===== config.mk =====
export PLATFORM = sky130hd
export DESIGN_NAME = msg_word_packer
export DESIGN_NICKNAME = d
export VERILOG_FILES = /design/src/rtl/msg_word_packer.sv
export SDC_FILE = /design/constraint.sdc
export NUM_CORES = 1
export LEC_CHECK = 0
export CELL_PAD_IN_SITES_DETAIL_PLACEMENT = 0
export CELL_PAD_IN_SITES_GLOBAL_PLACEMENT = 1
export CORE_MARGIN = 4
export CORE_UTILIZATION = 47
export CTS_CLUSTER_SIZE = 10
export DETAILED_ROUTE_END_ITERATION = 16
export HOLD_SLACK_MARGIN = 0.06
export PLACE_DENSITY = 0.85
export SYNTH_ARGS = -nofsm -noshare
export SYNTH_HDL_FRONTEND = slang
export SYNTH_SLANG_ARGS = --single-unit

===== constraint.sdc =====
create_clock -name clk -period 8.4 [get_ports clk]
set_input_delay 1.26 -clock clk [delete_from_list [all_inputs] [get_ports clk]]
set_output_delay 1.26 -clock clk [all_outputs]
set_load 0.02 [all_outputs]

===== src/rtl/msg_word_packer.sv =====
`timescale 1ns/1ps
// msg_word_packer
//   Packs the receiver byte stream MSB-first into WORD_BYTES-wide words and
//   writes each word to particle or map memory with a one-cycle strobe and a
//   per-type auto-incrementing address. Flags end of frame and truncation.
//   Optional feature macro: MSG_WORD_PACKER_CHECKSUM_EN (running frame XOR).
module msg_word_packer #(
   parameter int WORD_BYTES     = 4,
   parameter int PARTICLE_WORDS = 2,
   parameter int MAP_WORDS      = 4,
   parameter int ADDR_WIDTH     = 8
) (
   input  logic                    clk,
   input  logic                    rst,
   input  logic [7:0]              msg_in,
   input  logic                    data_valid,
   input  logic                    particle_data_flag,
   input  logic                    map_data_flag,
   output logic [8*WORD_BYTES-1:0] wr_data,
   output logic [ADDR_WIDTH-1:0]   wr_addr,
   output logic                    particle_wr_en,
   output logic                    map_wr_en,
   output logic                    frame_done,
   output logic                    frame_err,
   output logic [7:0]              checksum
);

   localparam int WW   = 8 * WORD_BYTES;
   localparam int MAXW = (PARTICLE_WORDS > MAP_WORDS) ? PARTICLE_WORDS : MAP_WORDS;
   localparam int WC_W = $clog2(MAXW + 1);
   localparam int BC_W = $clog2(WORD_BYTES + 1);

   typedef enum logic [1:0] {IDLE, COLLECT, WRITE} state_t;

   state_t              state_reg, state_next;
   logic                dv_q;
   logic                armed_reg;
   logic                type_map_reg;
   logic [BC_W-1:0]     byte_cnt_reg;
   logic [WC_W-1:0]     word_cnt_reg;
   logic [WW-1:0]       buf_reg;
   logic                pend_valid_reg;
   logic [7:0]          pend_byte_reg;
   logic [ADDR_WIDTH-1:0] part_addr_reg, map_addr_reg;

   logic [WW-1:0]         wr_data_reg;
   logic [ADDR_WIDTH-1:0] wr_addr_reg;
   logic                  particle_wr_en_reg, map_wr_en_reg;
   logic                  frame_done_reg, frame_err_reg;

   // combinational controls
   logic          accept;
   logic          active_flag;
   logic          last_word;
   logic          start, start_map, take, word_done, trunc, pend_set;
   logic [7:0]    take_byte;
   logic [WW-1:0] word_next;

   assign accept      = data_valid && !dv_q;
   assign active_flag = type_map_reg ? map_data_flag : particle_data_flag;
   assign last_word   = (word_cnt_reg == WC_W'(1));
   assign word_next   = (buf_reg << 8) | WW'(take_byte);

   // State register, data_valid edge detector and the IDLE re-arm latch
   always_ff @(posedge clk or posedge rst) begin
      if (rst) begin
         state_reg <= IDLE;
         dv_q      <= 1'b0;
         armed_reg <= 1'b0;
      end else begin
         state_reg <= state_next;
         dv_q      <= data_valid;
         // a new frame may start only after both flags have been seen low
         if (!particle_data_flag && !map_data_flag)
            armed_reg <= 1'b1;
         else if (state_reg == WRITE && last_word)
            armed_reg <= 1'b0;
      end
   end

   // Next-state logic and per-cycle datapath controls
   always_comb begin
      state_next = state_reg;
      start      = 1'b0;
      start_map  = 1'b0;
      take       = 1'b0;
      take_byte  = msg_in;
      word_done  = 1'b0;
      trunc      = 1'b0;
      pend_set   = 1'b0;
      case (state_reg)
         IDLE: begin
            if (armed_reg && (particle_data_flag || map_data_flag)) begin
               start      = 1'b1;
               start_map  = !particle_data_flag;   // particle wins a tie
               state_next = COLLECT;
            end
         end
         COLLECT: begin
            if (!active_flag) begin
               trunc      = 1'b1;
               state_next = IDLE;
            end else if (pend_valid_reg || accept) begin
               take = 1'b1;
               if (pend_valid_reg)
                  take_byte = pend_byte_reg;
               if (byte_cnt_reg == BC_W'(WORD_BYTES - 1)) begin
                  word_done  = 1'b1;
                  state_next = WRITE;
               end
            end
         end
         WRITE: begin
            if (last_word) begin
               state_next = IDLE;
            end else begin
               state_next = COLLECT;
               pend_set   = accept;   // byte arriving during the write is kept
            end
         end
         default: state_next = IDLE;
      endcase
   end

   // Word assembly, counters and address counters
   always_ff @(posedge clk or posedge rst) begin
      if (rst) begin
         type_map_reg   <= 1'b0;
         byte_cnt_reg   <= '0;
         word_cnt_reg   <= '0;
         buf_reg        <= '0;
         pend_valid_reg <= 1'b0;
         pend_byte_reg  <= 8'h00;
         part_addr_reg  <= '0;
         map_addr_reg   <= '0;
      end else begin
         if (start) begin
            type_map_reg   <= start_map;
            word_cnt_reg   <= start_map ? WC_W'(MAP_WORDS) : WC_W'(PARTICLE_WORDS);
            byte_cnt_reg   <= '0;
            buf_reg        <= '0;
            pend_valid_reg <= 1'b0;
         end
         if (trunc) begin
            byte_cnt_reg   <= '0;
            buf_reg        <= '0;
            pend_valid_reg <= 1'b0;
         end
         if (take) begin
            buf_reg        <= word_next;
            byte_cnt_reg   <= byte_cnt_reg + 1'b1;
            pend_valid_reg <= 1'b0;
         end
         if (word_done)
            byte_cnt_reg <= '0;
         if (state_reg == WRITE) begin
            word_cnt_reg <= word_cnt_reg - 1'b1;
            if (type_map_reg)
               map_addr_reg <= map_addr_reg + 1'b1;
            else
               part_addr_reg <= part_addr_reg + 1'b1;
         end
         if (pend_set) begin
            pend_valid_reg <= 1'b1;
            pend_byte_reg  <= msg_in;
         end
      end
   end

   // Registered write port and status pulses; data/address hold between strobes
   always_ff @(posedge clk or posedge rst) begin
      if (rst) begin
         wr_data_reg        <= '0;
         wr_addr_reg        <= '0;
         particle_wr_en_reg <= 1'b0;
         map_wr_en_reg      <= 1'b0;
         frame_done_reg     <= 1'b0;
         frame_err_reg      <= 1'b0;
      end else begin
         particle_wr_en_reg <= 1'b0;
         map_wr_en_reg      <= 1'b0;
         frame_done_reg     <= 1'b0;
         frame_err_reg      <= trunc;
         if (word_done) begin
            wr_data_reg        <= word_next;
            wr_addr_reg        <= type_map_reg ? map_addr_reg : part_addr_reg;
            particle_wr_en_reg <= !type_map_reg;
            map_wr_en_reg      <= type_map_reg;
            frame_done_reg     <= last_word;
         end
      end
   end

   assign wr_data        = wr_data_reg;
   assign wr_addr        = wr_addr_reg;
   assign particle_wr_en = particle_wr_en_reg;
   assign map_wr_en      = map_wr_en_reg;
   assign frame_done     = frame_done_reg;
   assign frame_err      = frame_err_reg;

`ifdef MSG_WORD_PACKER_CHECKSUM_EN
   logic [7:0] csum_reg;

   // Running XOR of frame bytes; restarts with each frame, zeroed on truncation
   always_ff @(posedge clk or posedge rst) begin
      if (rst)
         csum_reg <= 8'h00;
      else if (start || trunc)
         csum_reg <= 8'h00;
      else if (take)
         csum_reg <= csum_reg ^ take_byte;
   end

   assign checksum = csum_reg;
`else
   assign checksum = 8'h00;
`endif

endmodule

==> results of run 1 <==
synthesized netlist by cell type, types with 2 or more instances:
cell type  number
dfrtp_1       104
mux2_2         34
a22o_1         24
nand2_1        19
nor2_1         18
o21ai_0        13
a21o_1          8
a22oi_1         8
buf_2           8
buf_4           8
inv_1           8
mux2i_1         8
xor2_1          8
nand3_1         7
xnor2_1         7
ha_1            6
clkbuf_1        4
nand2b_1        4
nor2b_1         3
a21boi_0        2
nand4_1         2
o211a_1         2
o211ai_1        2
o2bb2ai_1       2
power by group through the flow:
stage               Clock [mW]  Combinational, mW  Sequential (mW)
detailed placement           0              0.129            0.562
CTS                      0.305              0.130            0.553
global route             0.324              0.142            0.557
global placement             0              0.126            0.562
finish                   0.296              0.128            0.553
floorplan                    0              0.110            0.550
area by class of cell:
cell class                      instances  share of cell area
Clock inverter                          6              0.0102
Sequential cell                       104               0.515
Tap cell                              108              0.0267
Timing Repair Buffer                   58               0.114
Clock buffer                           10              0.0272
Multi-Input combinational cell        198               0.300
Inverter                                8             0.00644
final timing paths:
| kind | start | to | cells past startpoint |
|---|---|---|---|
| setup / recovery | particle_data_flag | buf_reg[20] | 4 |
| max in group asynchronous | rst | byte_cnt_reg[0] | 3 |
| hold / removal | map_addr_reg[7] | map_addr_reg[7] | 1 |
| hold reg to reg | map_addr_reg[7] | map_addr_reg[7] | 1 |
| setup reg to reg | type_map_reg | wr_data[29] | 4 |
| min in group asynchronous | rst | part_addr_reg[7] | 2 |
worst register-to-register path, stage by stage (launching register included):
cell       delay, ns
dfrtp_1         0.79
mux2_4          0.40
o2111ai_4       0.09
buf_4           0.50
mux2_2          0.43
logic make-up after synthesis:
family	Yosys count
flip-flops	104
adder cells (fa/ha/maj)	6
AND/OR/NAND/NOR	61
buffers and inverters	29
other	1
XOR/XNOR	15
multiplexers	43
AO/OA/AOI/OAI	65
cells in the final DEF (no fill, tap or decap), drive strengths merged, types with 4 or more instances in the layout:
cell type,n
mux2,35
nor2,19
nand3,7
ha,6
clkdlybuf4s50,56
nand2,19
o21ai,13
xor2,8
conb,8
dfrtp,104
inv,10
a22o,24
clkbuf,10
a22oi,8
a21o,8
nand2b,4
mux2i,8
xnor2,7
per-layer routing:
metal	share of wire	track usage	wire length, µm	vias to the layer above
li1	-	-	-	1237
met1	0.49	0.224	3720	1278
met3	0.044	0.0217	336	9
met4	0.018	0.0697	139	0
met5	0	0	0	-
met2	0.45	0.232	3460	54
==> results_dict.tcl, run 1 <==
set metrics [dict create \
    crit_type "in -> reg" \
    ir_drop_uv 101 \
    multi_input_comb_area_um2 1520 \
    synth.ff_latch_count 104 \
    regToRegSetupSlack_ns 6.09 \
    synth_top_area_frac 0.614 \
    slew_headroom 0.417 \
    cts_tree "done" \
    synthSimpleGateAreaFrac 0.0685 \
    hpwlAfterDp_um 5270 \
    endpoint_kind "flip-flop" \
    crit_required_ns 8.70 \
    finalNetCount 398 \
    dp_slack_ns 5.07 \
    ios 65 \
    first_iter_violations 85 \
    area_delta_synth_final_pct 19.2 \
    wl_per_cell_um 15.6 \
    routed_wl_um 7660 \
    rows 34 \
    core_um2 8760 \
    synth_cell_types 39 \
    die_h_um 103 \
    slowest_delay_ns 0.78 \
    netSwitchingFraction 0.294 \
    yosys.area.top_type "dfrtp_1" \
    setup_ws_ns 5.45 \
    final.min_clock_period_ns 2.95 \
    drt-vias-per-instance 5.24 \
    cts.sinks 104 \
    hold_violations 0 \
    synth_edf_count 0 \
    regArea_um2 2600 \
    ys_top_cells_by_area "dfrtp_1 61%, mux2_2 9.0%, a22o_1 5.0%, mux2i_1 1.9%, ha_1 1.8%" \
    clkPwrFrac 0.303 \
    fin_crit_sh 0.351 \
    cts.repair.resized 0 \
    antenna_cells 0 \
    gr-total-overflow 0 \
    initial_utilization 0.484 \
    h-tree-depth 3 \
    ys_dominant_reg_cell "dfrtp_1" \
    fmax_ghz 0.339 \
    tightest_slew_ns 0.875 \
    final_area_um2 5050 \
    max_cap_violations 0 \
    cp_cell_sequence "clkdlybuf4s50_1 > o211ai_1 > and2_1 > a22o_1" \
    stdcell_count 492 \
    synth_top_family_by_area "compound AO/OA/AOI/OAI gates" \
    skew_ns 0.0145 \
    final.fill_count 728 \
    synth_compound_area_frac 0.118 \
    cp_max_fo 26 \
    synthMuxAreaShare 0.113 \
    p_seq_frac 0.566 \
    leakagePower_nw 2.47 \
    chipWidth_um 103 \
    drive_above_1_share 0.148 \
    cts_setup_buffers 0 \
    critPathArrivalTime_ns 3.25 \
    p_int_mw 0.689 \
    cts_buffer_depth 2 \
    hp-class "reg -> reg" \
    hold_slack_ns 0.475 \
    grt_pass1_vias 2565 \
    p_comb_frac 0.131 \
    track_usage 0.155 \
    place_congestion 0.781 \
    holdBufCountCts 0 \
    dieArea_um2 10600 \
    placed_cells 476 \
    grt_pass1_wl_um 12800 \
    insertion_delay_ns 0.36 \
    cts-root-buf "clkbuf_8" \
    ys_seq_area_frac 0.614 \
    critical_path.top_delay_family "simple AND/OR/NAND/NOR gates" \
    async_reset_ff_frac 1.00 \
    placed_area_um2 4860 \
    syn_inst 324 \
    largest_reg_flops 32 \
    start_kind "input port" \
    syn_avg_cell_area_um2 13.1 \
    synthXorXnorAreaFrac 0.0310 \
    cts_made_buffers 9 \
    cts.clk_slew.worst_paths_ns 0.10 \
    power_switching_mw 0.288 \
    fin_util 0.577 \
    grt_setup_unrepaired "false" \
    slowest_stage "and2_1" \
    drv_slew 0 \
    power_density_nw_per_um2 193 \
    synth.cell_area_um2 4240 \
    path_buf_inv 1 \
    vias 2578 \
    yosysWarnings 0 \
    antenna_left 0 \
    status "complete, no violations" \
    synthAdderAreaFrac 0.0177 \
    setup_tns_ns 0 \
    antenna_found_initial 0 \
    total_power_mw 0.977 \
    io_buffers 56 \
    drc 0 \
    grt_max_degree 71 \
    finalSetupViolCount 0 \
    first_pass_iters 4 \
]
No activity file was read; power rests on OpenSTA's default activity.
==> run 2, diff against run 1 <==
- CORE_UTILIZATION: 47 -> 43
- PLACE_DENSITY: 0.85 -> 0.78
- clock period: 8.4 -> 2.9 ns (I/O delays scaled with it)
==> results_dict.tcl, run 2 (synthesis results as in run 1) <==
set metrics [dict create \
    netSwitchingFraction 0.294 \
    hp-class "reg -> reg" \
    insertion_delay_ns 0.36 \
    cts_made_buffers 9 \
    tightest_slew_ns 0.938 \
    finalSetupViolCount 0 \
    cts_tree "done" \
    hold_slack_ns 0.480 \
    grt_pass1_vias 2574 \
    cts_setup_buffers 0 \
    area_delta_synth_final_pct 21.7 \
    routed_wl_um 7720 \
    fmax_ghz 0.467 \
    ios 65 \
    first_iter_violations 113 \
    gr-total-overflow 0 \
    h-tree-depth 3 \
    placed_cells 502 \
    leakagePower_nw 2.51 \
    antenna_found_initial 0 \
    drv_slew 0 \
    slew_headroom 0.374 \
    ir_drop_uv 222 \
    drc 0 \
    cts-root-buf "clkbuf_8" \
    hold_violations 0 \
    antenna_left 0 \
    largest_reg_flops 32 \
    status "complete, no violations" \
    placed_area_um2 4970 \
    cts_buffer_depth 2 \
    die_h_um 107 \
    grt_max_degree 39 \
    start_kind "flip-flop" \
    hpwlAfterDp_um 5520 \
    holdBufCountCts 0 \
    skew_ns 0.0144 \
    power_density_nw_per_um2 556 \
    grtUsageMet2 0.200 \
    finalNetCount 403 \
    use_met1 0.220 \
    io_buffers 56 \
    total_power_mw 2.87 \
    endpoint_kind "flip-flop" \
    chipWidth_um 107 \
    drt-vias-per-instance 5.02 \
    max_cap_violations 0 \
    stdcell_count 518 \
    crit_type "reg -> reg" \
    rows 35 \
    p_int_mw 2.02 \
    crit_required_ns 3.15 \
    grt_setup_unrepaired "false" \
    cts.repair.resized 0 \
    drive_above_1_share 0.159 \
    p_seq_frac 0.546 \
    cts.sinks 104 \
    cp_max_fo 23 \
    core_um2 9420 \
    clkPwrFrac 0.303 \
    final.min_clock_period_ns 2.14 \
    first_pass_iters 5 \
    top_usage_layer "met1" \
    final_area_um2 5160 \
    grt_pass1_wl_um 13200 \
    place_congestion 0.741 \
    vias 2598 \
    track_usage 0.143 \
    critPathArrivalTime_ns 2.39 \
    final_cell_mix "104 x dfrtp_1, 56 x clkdlybuf4s50_1, 34 x mux2_2" \
    wl_per_cell_um 14.9 \
    p_comb_frac 0.150 \
    use_met3 0.0228 \
    dieArea_um2 11500 \
    initial_utilization 0.450 \
    setup_tns_ns 0 \
    final_common_cell "dfrtp_1" \
    fin_crit_sh 0.738 \
    power_switching_mw 0.843 \
    antenna_cells 0 \
    cts.clk_slew.worst_paths_ns 0.10 \
]
[run 2: metrics by stage]
stage | utilization | setup WS, ns
final | 0.548 | 0.760
after global routing | 0.548 | 0.631
after CTS | 0.548 | 0.745
after detailed placement | 0.527 | 0.449
after global placement | 0.527 | 0.493
after floorplan | - | 1.21
[run 2: worst max-delay path, stage by stage, from the launching register on]
cell and delay [ns]:
dfrtp_1 0.39, ha_1 0.16, ha_1 0.42, o2111ai_4 0.46, buf_12 0.32, mux2_2 0.27
[run 2: path summary, 6_finish.rpt]
kind	start	endpoint	slack (ns)	depth (start not counted)
min in group asynchronous	rst	buf_reg[20]	0.53	2
hold / removal	map_addr_reg[7]	map_addr_reg[7]	0.48	1
hold reg to reg	map_addr_reg[7]	map_addr_reg[7]	0.48	1
max in group asynchronous	rst	pend_byte_reg[3]	1.75	3
setup reg to reg	byte_cnt_reg[0]	wr_data[29]	0.76	5
setup / recovery	byte_cnt_reg[0]	wr_data[29]	0.76	5
[run 2: power by group through the flow]
stage          sequential (mW)  clock, mW  combinational, mW
2_1_floorplan             1.59          0              0.319
3_3_place_gp              1.59          0              0.426
3_5_place_dp              1.60          0              0.435
4_1_cts                   1.57      0.905              0.437
5_1_grt                   1.58      0.967              0.483
6_report                  1.57      0.870              0.431
[run 2: layout make-up]
| class | instances | area [µm²] |
|---|---|---|
| well taps | 129 | 161 |
| clock inverters | 6 | 56.3 |
| inverters | 8 | 33.8 |
| multi-input cells | 198 | 1520 |
| clock buffers | 10 | 138 |
| repair buffers | 63 | 651 |
| fillers | 823 | 4260 |
| flip-flops and latches | 104 | 2600 |
[run 2: routing by layer]
metal / up-vias / share of wire
met2: 53 / 0.43
met5: - / 0
met1: 1280 / 0.51
met4: 0 / 0.016
li1: 1256 / -
met3: 9 / 0.037
==> run 3, diff against run 2 <==
- clock period: 2.9 -> 2.2 ns (I/O delays scaled with it)
==> results_dict.tcl, run 3 (synthesis results as in run 1) <==
set metrics [dict create \
    holdBufCountCts 0 \
    critPathArrivalTime_ns 2.19 \
    die_h_um 107 \
    cts.sinks 104 \
    chipWidth_um 107 \
    grt_pass1_vias 2698 \
    core_um2 9420 \
    finalSetupViolCount 0 \
    track_usage 0.150 \
    hold_violations 0 \
    antenna_cells 0 \
    cts_tree "done" \
    cts-root-buf "clkbuf_8" \
    vias 2634 \
    antenna_found_initial 0 \
    endpoint_kind "flip-flop" \
    clkPwrFrac 0.289 \
    skew_ns 0.00872 \
    hold_slack_ns 0.352 \
    status "complete, no violations" \
    cts_made_buffers 9 \
    first_pass_iters 4 \
    cts.repair.resized 0 \
    grt_max_degree 39 \
    drt-vias-per-instance 5.06 \
    slew_headroom 0.621 \
    ios 65 \
    antenna_left 0 \
    cts_setup_buffers 0 \
    initial_utilization 0.450 \
    stdcell_count 521 \
    total_power_mw 3.77 \
    fin_crit_sh 0.869 \
    cts_buffer_depth 2 \
    io_buffers 56 \
    h-tree-depth 3 \
    netSwitchingFraction 0.287 \
    cp_max_fo 17 \
    insertion_delay_ns 0.35 \
    p_seq_frac 0.547 \
    grt_setup_unrepaired "false" \
    power_density_nw_per_um2 727 \
    area_delta_synth_final_pct 22.3 \
    p_comb_frac 0.164 \
    max_cap_violations 0 \
    largest_reg_flops 32 \
    tightest_slew_ns 0.568 \
    drv_slew 0 \
    crit_type "reg -> reg" \
    p_int_mw 2.69 \
    hp-class "in -> async" \
    hpwlAfterDp_um 5610 \
    first_iter_violations 119 \
    dieArea_um2 11500 \
    ir_drop_uv 374 \
    rows 35 \
    cts.clk_slew.worst_paths_ns 0.10 \
    start_kind "flip-flop" \
    gr-total-overflow 0 \
    finalNetCount 406 \
    crit_required_ns 2.48 \
    final_cell_mix "104 x dfrtp_1, 56 x clkdlybuf4s50_1, 34 x mux2_2" \
    placed_cells 505 \
    fmax_ghz 0.523 \
    place_congestion 0.754 \
    wl_per_cell_um 15.1 \
    drc 0 \
    regToRegSetupSlack_ns 0.29 \
    grt_pass1_wl_um 13800 \
    power_switching_mw 1.08 \
    routed_wl_um 7880 \
    final.min_clock_period_ns 1.91 \
    leakagePower_nw 2.51 \
    drive_above_1_share 0.163 \
    final_common_cell "dfrtp_1" \
]
==> run 3: cell count changes in the layout (fill, tap and decap cells not counted), sizes merged <==
cell	previous run	this run
inv	12	8
clkinv	0	1
clkbuf	10	11
clkinvlp	2	4
buf	7	10
==> run 3: layout make-up <==
| type | instances | area (µm²) |
|---|---|---|
| fill | 829 | 4230 |
| sequential | 104 | 2600 |
| multi-input combinational | 198 | 1520 |
| timing repair buffer | 66 | 686 |
| tap | 129 | 161 |
| clock buffer | 11 | 141 |
| clock inverter | 5 | 40.0 |
| inverter | 8 | 33.8 |
==> run 3: through the flow <==
stage | area [µm²] | TNS (ns) | util | setup WS (ns)
3_3_place_gp | 5000 | 0 | 0.531 | 0.0573
5_1_grt | 5180 | 0 | 0.550 | 0.0826
3_5_place_dp | 5000 | -0.00730 | 0.531 | -0.00730
4_1_cts | 5180 | 0 | 0.550 | 0.288
2_1_floorplan | 4270 | 0 | - | 0.507
6_report | 5180 | 0 | 0.550 | 0.289
==> run 3: final timing paths <==
check	cells after the start	endpoint	start
hold / removal	2	wr_data[25]	rst
max in group asynchronous	3	map_addr_reg[0]	rst
min in group clk	1	part_addr_reg[7]	part_addr_reg[7]
hold reg to reg	1	part_addr_reg[7]	part_addr_reg[7]
setup reg to reg	4	byte_cnt_reg[0]	state_reg[0]
setup / recovery	4	byte_cnt_reg[0]	state_reg[0]
==> run 3: power by group through the flow <==
stage / clock network (mW) / registers, mW / logic [mW]
detailed placement: 0 / 2.10 / 0.623
finish: 1.09 / 2.06 / 0.617
global placement: 0 / 2.10 / 0.610
global route: 1.21 / 2.08 / 0.688
floorplan: 0 / 2.10 / 0.420
CTS: 1.12 / 2.06 / 0.623
==> run 3: critical path, stage by stage (launching register included) <==
cell	delay, ns
dfrtp_1	0.45
nor2b_1	0.42
o211a_1	0.60
nand2b_1	0.18
o21ai_0	0.18
==> run 3: routing by layer <==
metal  vias up  global-route usage  part of all wire
met2        55               0.217              0.45
met3         7              0.0264             0.043
met5         -                   0                 0
li1       1268                   -                 -
met4         0              0.0575             0.012
met1      1304               0.225              0.50
